[config.mk]
export PLATFORM = sky130hd
export DESIGN_NAME = seg_scan_decoder
export DESIGN_NICKNAME = d
export VERILOG_FILES = /design/src/rtl/seg_scan_decoder.sv
export SDC_FILE = /design/constraint.sdc
export NUM_CORES = 1
export LEC_CHECK = 0
export CORE_ASPECT_RATIO = 0.75
export CORE_UTILIZATION = 52
export CTS_CLUSTER_SIZE = 8
export DETAILED_ROUTE_END_ITERATION = 6
export PLACE_DENSITY = 0.75
export SLEW_MARGIN = 20
export SYNTH_ARGS = -nofsm -noshare
export SYNTH_HDL_FRONTEND = slang
export SYNTH_SLANG_ARGS = --single-unit
[constraint.sdc]
create_clock -name clk -period 1.94 [get_ports clk]
set_input_delay 0.582 -clock clk [delete_from_list [all_inputs] [get_ports clk]]
set_output_delay 0.582 -clock clk [all_outputs]
set_load 0.01 [all_outputs]
[src/rtl/seg_scan_decoder.sv]
// seg_scan_decoder
//   Receive-side monitor for a 6-digit multiplexed 7-segment bus. It samples the
//   digit enables, the segments and the decimal point, and waits for each digit to
//   hold steady for SETTLE cycles. It then decodes the glyph back to BCD. When all
//   six digits have been captured, it publishes them as one frame.
// Ports
//   clk, rst_n   clock, asynchronous active-low reset
//   i_seg_enb    digit enables, active-low one-hot, bit5 = leftmost digit
//   i_seg_dp     decimal point of the active digit
//   i_seg        segments {a,b,c,d,e,f,g}, active-high
//   o_digits     last complete frame, nibble per digit, [23:20] = enb bit5
//   o_dp         last complete frame's dp bits, same order as i_seg_enb
//   o_valid      1-cycle pulse when o_digits/o_dp take a new frame
//   o_err_enb    pulse: more than one enable low in a sampled cycle
//   o_err_seg    pulse: a digit was captured with an illegal glyph
//   o_stale      level: no frame completed within TIMEOUT cycles
module seg_scan_decoder #(
  parameter int SETTLE  = 4,
  parameter int TIMEOUT = 100000
) (
  input  logic        clk,
  input  logic        rst_n,
  input  logic [5:0]  i_seg_enb,
  input  logic        i_seg_dp,
  input  logic [6:0]  i_seg,
  output logic [23:0] o_digits,
  output logic [5:0]  o_dp,
  output logic        o_valid,
  output logic        o_err_enb,
  output logic        o_err_seg,
  output logic        o_stale
);

  localparam int CW = $clog2(SETTLE + 1);
  localparam int TW = $clog2(TIMEOUT + 1);

  typedef enum logic [1:0] {TRACK, CAPTURE, LOCKED} state_t;

  // S1 input registers; every decision below looks only at these.
  logic [5:0]       r_enb;
  logic [6:0]       r_seg;
  logic             r_dp;
  logic [13:0]      r_prev;   // S1 bundle from the previous cycle
  logic [13:0]      r_lock;   // bundle that was captured in the current dwell
  state_t           r_state;
  logic [CW-1:0]    r_cnt;
  logic [5:0]       r_mask;
  logic [5:0][3:0]  r_shadow;
  logic [5:0]       r_shdp;
  logic [2:0]       r_cap_idx;
  logic [3:0]       r_cap_nib;
  logic             r_cap_dp;
  logic             r_cap_bad;
  logic [TW-1:0]    r_to;

  logic [13:0]      w_cur;
  logic [5:0]       w_low;
  logic             w_one;
  logic             w_multi;
  logic [2:0]       w_idx;
  logic [4:0]       w_dec;

  assign w_cur   = {r_enb, r_seg, r_dp};
  assign w_low   = ~r_enb;
  // Clearing the lowest set bit leaves a nonzero value only when two or more bits are set.
  assign w_multi = (w_low & (w_low - 6'd1)) != 6'd0;
  assign w_one   = (w_low != 6'd0) && !w_multi;

  always_comb begin
    w_idx = 3'd0;
    for (int i = 0; i < 6; i++)
      if (!r_enb[i]) w_idx = 3'(i);
  end

  // {illegal, nibble}; a blank glyph is the digit B and is legal.
  always_comb begin
    case (r_seg)
      7'h7E:   w_dec = 5'h00;
      7'h30:   w_dec = 5'h01;
      7'h6D:   w_dec = 5'h02;
      7'h79:   w_dec = 5'h03;
      7'h33:   w_dec = 5'h04;
      7'h5B:   w_dec = 5'h05;
      7'h5F:   w_dec = 5'h06;
      7'h70:   w_dec = 5'h07;
      7'h7F:   w_dec = 5'h08;
      7'h7B:   w_dec = 5'h09;
      7'h00:   w_dec = 5'h0B;
      default: w_dec = 5'h1F;
    endcase
  end

  always_ff @(posedge clk or negedge rst_n) begin
    if (!rst_n) begin
      r_enb     <= 6'h3F;
      r_seg     <= '0;
      r_dp      <= 1'b0;
      r_prev    <= {6'h3F, 8'h00};
      r_lock    <= '0;
      r_state   <= TRACK;
      r_cnt     <= '0;
      r_mask    <= '0;
      r_shadow  <= '0;
      r_shdp    <= '0;
      r_cap_idx <= '0;
      r_cap_nib <= '0;
      r_cap_dp  <= 1'b0;
      r_cap_bad <= 1'b0;
      r_to      <= '0;
      o_digits  <= '0;
      o_dp      <= '0;
      o_valid   <= 1'b0;
      o_err_enb <= 1'b0;
      o_err_seg <= 1'b0;
      o_stale   <= 1'b0;
    end else begin
      r_enb     <= i_seg_enb;
      r_seg     <= i_seg;
      r_dp      <= i_seg_dp;
      r_prev    <= w_cur;
      o_err_enb <= w_multi;
      o_err_seg <= 1'b0;
      o_valid   <= 1'b0;

      // The mask can only be full in the cycle right after a CAPTURE, so clearing it here
      // never collides with another capture.
      if (r_mask == 6'h3F) begin
        o_digits <= r_shadow;
        o_dp     <= r_shdp;
        o_valid  <= 1'b1;
        r_mask   <= '0;
        r_to     <= '0;
        o_stale  <= 1'b0;
      end else begin
        if (r_to != TW'(TIMEOUT)) r_to <= r_to + 1'b1;
        if (r_to >= TW'(TIMEOUT - 1)) o_stale <= 1'b1;
      end

      case (r_state)
        TRACK: begin
          if (!w_one || w_cur != r_prev) begin
            r_cnt <= '0;
          end else if (r_cnt == CW'(SETTLE - 1)) begin
            // Latch the dwell now, so that an enable change during CAPTURE
            // cannot corrupt the write.
            r_state   <= CAPTURE;
            r_lock    <= w_cur;
            r_cap_idx <= w_idx;
            r_cap_nib <= w_dec[3:0];
            r_cap_bad <= w_dec[4];
            r_cap_dp  <= r_dp;
          end else begin
            r_cnt <= r_cnt + 1'b1;
          end
        end
        CAPTURE: begin
          r_shadow[r_cap_idx] <= r_cap_nib;
          r_shdp[r_cap_idx]   <= r_cap_dp;
          r_mask[r_cap_idx]   <= 1'b1;
          o_err_seg           <= r_cap_bad;
          r_cnt               <= '0;
          r_state             <= LOCKED;
        end
        LOCKED: begin
          // Compare against the captured bundle, not the previous cycle, so that a
          // change that arrives during CAPTURE still ends the dwell.
          if (w_cur != r_lock) begin
            r_cnt   <= '0;
            r_state <= TRACK;
          end
        end
        default: r_state <= TRACK;
      endcase
    end
  end

endmodule
[After elaboration in Yosys (flattened, before gate mapping)]
Index checks and enable logic that the tools add are counted.
Word-level totals
  logic and storage cells: 100
  bits of input ports: 16
  flip-flop bits (word level): 143
  output and inout bits: 34
Cells by class
  muxes and demuxes: 28
  bitwise gates (word level): 4
  eq/ne operators: 21
  $add $sub $neg: 3
  reductions and logical operators: 15
  magnitude comparators: 3
Operators by type and width (count)
  $eq A7 B7 Y1 const B: 8
  $pmux W5 S11: 1
  $mux W17: 2
  $ne A14 B14 Y1: 2
  $bwmux W24: 1
  $mux W3: 6
  $add A17 B1 Y17 const B: 1
  $ge A17 B17 Y1 const B: 1
  $ne A17 B17 Y1 const B: 1
  $eq A7 B6 Y1 const B: 2
  $demux W4 S3: 1
  $mux W6: 2
  $reduce_bool A6 Y1: 2
  $pmux W3 S3: 1
  $reduce_and A3 Y1: 3
  $mux W2: 4
  $logic_not A7 Y1: 1
  $and A6 B6 Y6: 1
  $bwmux W6: 1
  $eq A6 B6 Y1 const B: 1
  $mux W1: 6
  $ne A2 B2 Y1 const B: 3
  $not A6 Y6: 1
  $or A6 B6 Y6: 1
  other kinds (18): 21

[Longest topological paths before layout]
  depth after elaboration: 10
  mapped depth: 8

[Least setup slack after synthesis]
Ideal clock, no wire load.
  kind: flip-flop to flip-flop
  start: register r_enb[3]
  end: register r_cap_idx[0]
  arrival: 1.760 ns
  path slack: 0.055 ns
  buffers on the path: 2
  clock period less this slack: 1.885 ns
  stages on the path, launching flop included: 8
  path through: dfstp_2 > buf_6 > xnor2_1 > nand4_1 > nor4_1 > nand4_1 > buf_6 > mux2_4
Between the ends
  cells in the longest elaborated chain, start to end: 10
  elaborated cells on any way between the ends: 15
  those cells by class: 1 x add/sub; 1 x eq/ne; 3 x mux; 3 x bitwise; 7 x reduce/logical
Ends and longest elaborated chain
  from (decl): line 40  | logic [5:0] r_enb;
  from (signal assigned): line 117  | r_enb <= i_seg_enb;
  $not A6 Y6: line 64  | assign w_low = ~r_enb;
  $sub A6 B1 Y6: line 66  | assign w_multi = (w_low & (w_low - 6'd1)) != 6'd0;
  $and A6 B6 Y6: line 66
  $reduce_bool A6 Y1: line 66
  $logic_not A1 Y1: line 67  | assign w_one = (w_low != 6'd0) && !w_multi;
  $logic_and A1 B1 Y1: line 67
  $logic_not A1 Y1: line 141  | if (!w_one || w_cur != r_prev) begin
  $logic_or A1 B1 Y1: line 141
  $not A1 Y1 (no line)
  $reduce_and A3 Y1 (no line)
  to (signal assigned): line 148  | r_cap_idx <= w_idx;
  to (decl): line 50  | logic [2:0] r_cap_idx;
Several ways; a longest one is shown, not always the timed one.
A chain may end at the register's enable or synchronous reset.

[Worst setup path in the final report]
  start: register r_seg[2]
  end: register r_cap_nib[1]
Between the ends
  cells in the longest elaborated chain, start to end: 4
  elaborated cells on any way between the ends: 16
  those cells by class: 11 x eq/ne; 1 x mux; 1 x bitwise; 3 x reduce/logical
Ends and longest elaborated chain
  from (decl): line 41  | logic [6:0] r_seg;
  from (signal assigned): line 118  | r_seg <= i_seg;
  $ne A14 B14 Y1: line 141
  $logic_or A1 B1 Y1: line 141
  $not A1 Y1 (no line)
  $reduce_and A3 Y1 (no line)
  to (signal assigned): line 149  | r_cap_nib <= w_dec[3:0];
  to (decl): line 51  | logic [3:0] r_cap_nib;
Several ways; a longest one is shown, not always the timed one.

==> reports/qor.tcl <==
set qor(cellInternalPower_mw) 5.24
set qor(clk_pin_slew_worst_paths_ns) 0.06
set qor(grt_overflow) 0
set qor(power.switching_fraction_pct) 20.9
set qor(setup_total_negative_slack_ns) -1.04
set qor(power_frac_seq_pct) 45.9
set qor(ys_top_cells_by_area) {sky130_fd_sc_hd__dfrtp_1 (53%), sky130_fd_sc_hd__nand2_1 (6.7%), sky130_fd_sc_hd__dfstp_2 (5.1%), sky130_fd_sc_hd__mux2_2 (5.1%), sky130_fd_sc_hd__mux2_4 (4.4%)}
set qor(worst_slew_pin_tran_ns) 0.391
set qor(start_util_pct) 54.7
set qor(synth_top_cell_by_area) {sky130_fd_sc_hd__dfrtp_1}
set qor(detail-route-antenna-nets) 0
set qor(viasPerCell) 5.20
set qor(fraction_of_synthesis_flops_using_an_asynchronous_set_or_reset_pin_pct) 100
set qor(power.static_leakage_nw) 3.79
set qor(final.period_utilization_pct) 103
set qor(timing.rr.end) {r_cap_nib[1]$_DFFE_PN0P_}
set qor(syn_nets) 536
set qor(number_of_library_cell_types_mapped_by_synthesis) 56
set qor(crit_path_cell_trace) {xnor2_2 > nand4_1 > a311oi_2 > and3_4 > nand3_2 > mux2_1}
set qor(max_stage_delay_ns) 0.45
set qor(synth-seq-cells) 142
set qor(grt_pass1_vias) 4159
set qor(tritoncts.num_buffers) 17
set qor(top_delay_family_on_crit_path) {simple AND/OR/NAND/NOR gates}
set qor(core_area_um2) 11200
set qor(most_common_library_cell_in_the_layout_ignoring_fill_and_taps) {sky130_fd_sc_hd__dfrtp_1}
set qor(timing.setup.critical_path_class) {register to register}
set qor(critical_path.slowest_cell) {sky130_fd_sc_hd__dfrtp_2}
set qor(grt_usage_pct) 21.9
set qor(setup.worst_path.end_class) {register}
set qor(post_synth.cell_area_avg_um2) 12.0
set qor(irDropWorstVdd_mv) 0.624
set qor(timing_hold_violations_final) 0
set qor(critical_path_buf_inv_count) 0
set qor(cts_htree_levels) 4
set qor(netlist_instances) 513
set qor(die_width_um) 128
set qor(p_comb_share_pct) 4.0
set qor(slew_violations) 0
set qor(psw_mw) 1.39
set qor(layout.cells.most_common_list) {sky130_fd_sc_hd__dfrtp_1 (126), sky130_fd_sc_hd__nand2_1 (110), sky130_fd_sc_hd__clkdlybuf4s50_1 (47)}
set qor(layout_area_overhead_pct) 25.3
set qor(postSynth.topFlopCell) {sky130_fd_sc_hd__dfrtp_1}
set qor(detailedPlacementHpwl_mm) 7.94
set qor(tritoncts_clock_tree) {built}
set qor(crit_path_max_fanout) 4
set qor(detail_route.iter0.violations) 297
set qor(firstDrtPassIters) 4
set qor(holdWs_ns) 0.0661
set qor(synth-edff-count) 0
set qor(cell_rows) 33
set qor(mappedNetlistArea_um2) 6140
set qor(status) {finished, violations left}
set qor(holdCritPathClass) {input port to asynchronous set/reset pin}
set qor(worstPathArrival_ns) 2.31
set qor(insertion_delay_ns) 0.43
set qor(sequential_cell_area_fraction_in_the_yosys_report_pct) 58.1
set qor(startpoint) {r_seg[2]$_DFF_PN0_}
set qor(slew_headroom_pct) 73.8
set qor(gpl.final_weighted_congestion) 0.814
set qor(worst_slack_ns) -0.0666
set qor(clock-root-buffer) {sky130_fd_sc_hd__clkbuf_16}
set qor(fp.dieH_um) 96.1
set qor(ios) 50
set qor(setup-violations-final) 22
set qor(setup.worst_path.start_class) {register}
set qor(crit_required_ns) 2.25
set qor(period_minus_slack_ns) 2.01
set qor(synth_warnings) 0
set qor(ctsLongestPathBuffers) 2
set qor(number_of_cells_on_the_worst_reg_to_reg_path) 6
set qor(routedWlPerCell_um) 15.9
set qor(hold_buffers) 0
set qor(failed_checks) {negative setup slack}
set qor(crit-reg2reg-launch) {r_seg[2]$_DFF_PN0_}
set qor(fmax_mhz) 498
set qor(first_pass_grt_wire_length_mm) 20.2
set qor(power_density_nw_per_um2) 860
set qor(dr_total_vias) 3985
set qor(nets) 620
set qor(fp.dieArea_um2) 12300
set qor(number_of_antenna_violations_at_the_first_check_in_global_routing) 0
set qor(place.port_buffers) 49
set qor(timing.reg2reg.setup_slack_ns) -0.07
set qor(drive_above_1_share_pct) 26.9
set qor(post-synth-top-area-fraction_pct) 52.9
set qor(fin_skew_ns) 0.0188
set qor(final_wirelength_mm) 12.2
set qor(max-cap-violations) 0
set qor(num_antenna_cells) 0
set qor(p_clk_share_pct) 50.2
set qor(unrepaired_setup_endpoints_after_global_routing) {yes}
set qor(clock_sink_count) 142
set qor(pin_count_of_the_biggest_net_entering_global_routing) 45
set qor(drt_drc_violations_left) 0
stage by stage:
step                      instances  instance area, um^2  setup WS (ns)  total power [mW]  utilization, %
after global routing            766                 7700         -0.173              6.83            68.6
after CTS                       762                 7620        -0.0219              6.65            67.8
after global placement          724                 6920        -0.0291              3.32            61.6
final                           766                 7700        -0.0666              6.62            68.6
after detailed placement        724                 6920         -0.120              3.33            61.6
after floorplan                 513                 6140         0.0551              3.20               -
worst max-delay path by stage:
stage,cells after the start,slack [ns],endpoint
6_report,6,-0.07,r_cap_nib[1]$_DFFE_PN0P_
5_1_grt,6,-0.17,r_lock[11]$_DFFE_PN0P_
4_1_cts,6,-0.02,r_cap_idx[0]$_DFFE_PN0P_
3_5_place_dp,7,-0.12,r_cap_nib[0]$_DFFE_PN0P_
3_3_place_gp,6,-0.03,r_cnt[0]$_DFFE_PN0P_
2_1_floorplan,7,0.06,r_cap_idx[0]$_DFFE_PN0P_
state kept, by name (all words and copies together) (netlist names):
register / count
r_state: 2
o_err_seg: 1
r_enb: 6
r_shadow: 24
o_stale: 1
o_dp: 6
r_cap_bad: 1
r_seg: 7
r_dp: 1
r_prev: 14
r_mask: 6
r_cap_nib: 4
r_cap_idx: 3
r_shdp: 6
o_err_enb: 1
o_digits: 24
r_lock: 14
r_cnt: 3
r_to: 17
o_valid: 1
metal layers:
layer | wire [um] | GRT usage [%] | vias to the layer above
li1 | - | - | 1896
met3 | 373 | 5.50 | 15
met1 | 5670 | 27.9 | 1992
met5 | 0 | 0 | -
met4 | 180 | 9.23 | 0
met2 | 5950 | 36.0 | 82
logic make-up (layout without fill, tap and decap cells):
logic type               after synthesis  count (layout)  synth area share (%)
buffers and inverters                 36             132                  3.56
multiplexers                          55              55                  11.1
flip-flops                           142             142                  58.1
AND/OR/NAND/NOR                      199             199                  15.5
AO/OA/AOI/OAI                         30              30                  3.46
adder cells (fa/ha/maj)                8               8                  1.61
XOR/XNOR                              43              43                  6.62
cells in the mapped netlist (10+ instances only):
master,count
sky130_fd_sc_hd__mux2_2,28
sky130_fd_sc_hd__clkbuf_1,10
sky130_fd_sc_hd__nor2_1,25
sky130_fd_sc_hd__mux2_4,18
sky130_fd_sc_hd__dfstp_2,12
sky130_fd_sc_hd__inv_1,10
sky130_fd_sc_hd__nand4_1,11
sky130_fd_sc_hd__nand3_1,10
sky130_fd_sc_hd__xor2_1,11
sky130_fd_sc_hd__buf_6,10
sky130_fd_sc_hd__xnor2_1,28
sky130_fd_sc_hd__nand2_1,110
sky130_fd_sc_hd__dfrtp_1,130
power groups by stage:
stage               clock, mW  sequential [mW]  combinational, mW
floorplan                   0             3.07              0.121
finish                   3.32             3.04              0.262
CTS                      3.36             3.04              0.253
global placement            0             3.09              0.225
detailed placement          0             3.09              0.232
global route             3.50             3.04              0.289
final cells by class:
| cell class | instances | area (um^2) |
|---|---|---|
| sequential | 142 | 3570 |
| fill | 850 | 3530 |
| multi-input combinational | 335 | 2430 |
| timing repair buffer | 90 | 851 |
| clock buffer | 20 | 467 |
| tap | 157 | 196 |
| clock inverter | 11 | 140 |
| inverter | 11 | 41.3 |
what timing repair did:
item / 4_1_cts / 5_1_grt
endpoints found under the setup margin: 23 / 27
pin swaps: 7 / 6
resized for setup: 11 / 11
setup buffers: 7 / 4
Note: power is estimated with default switching activity, not from simulation.
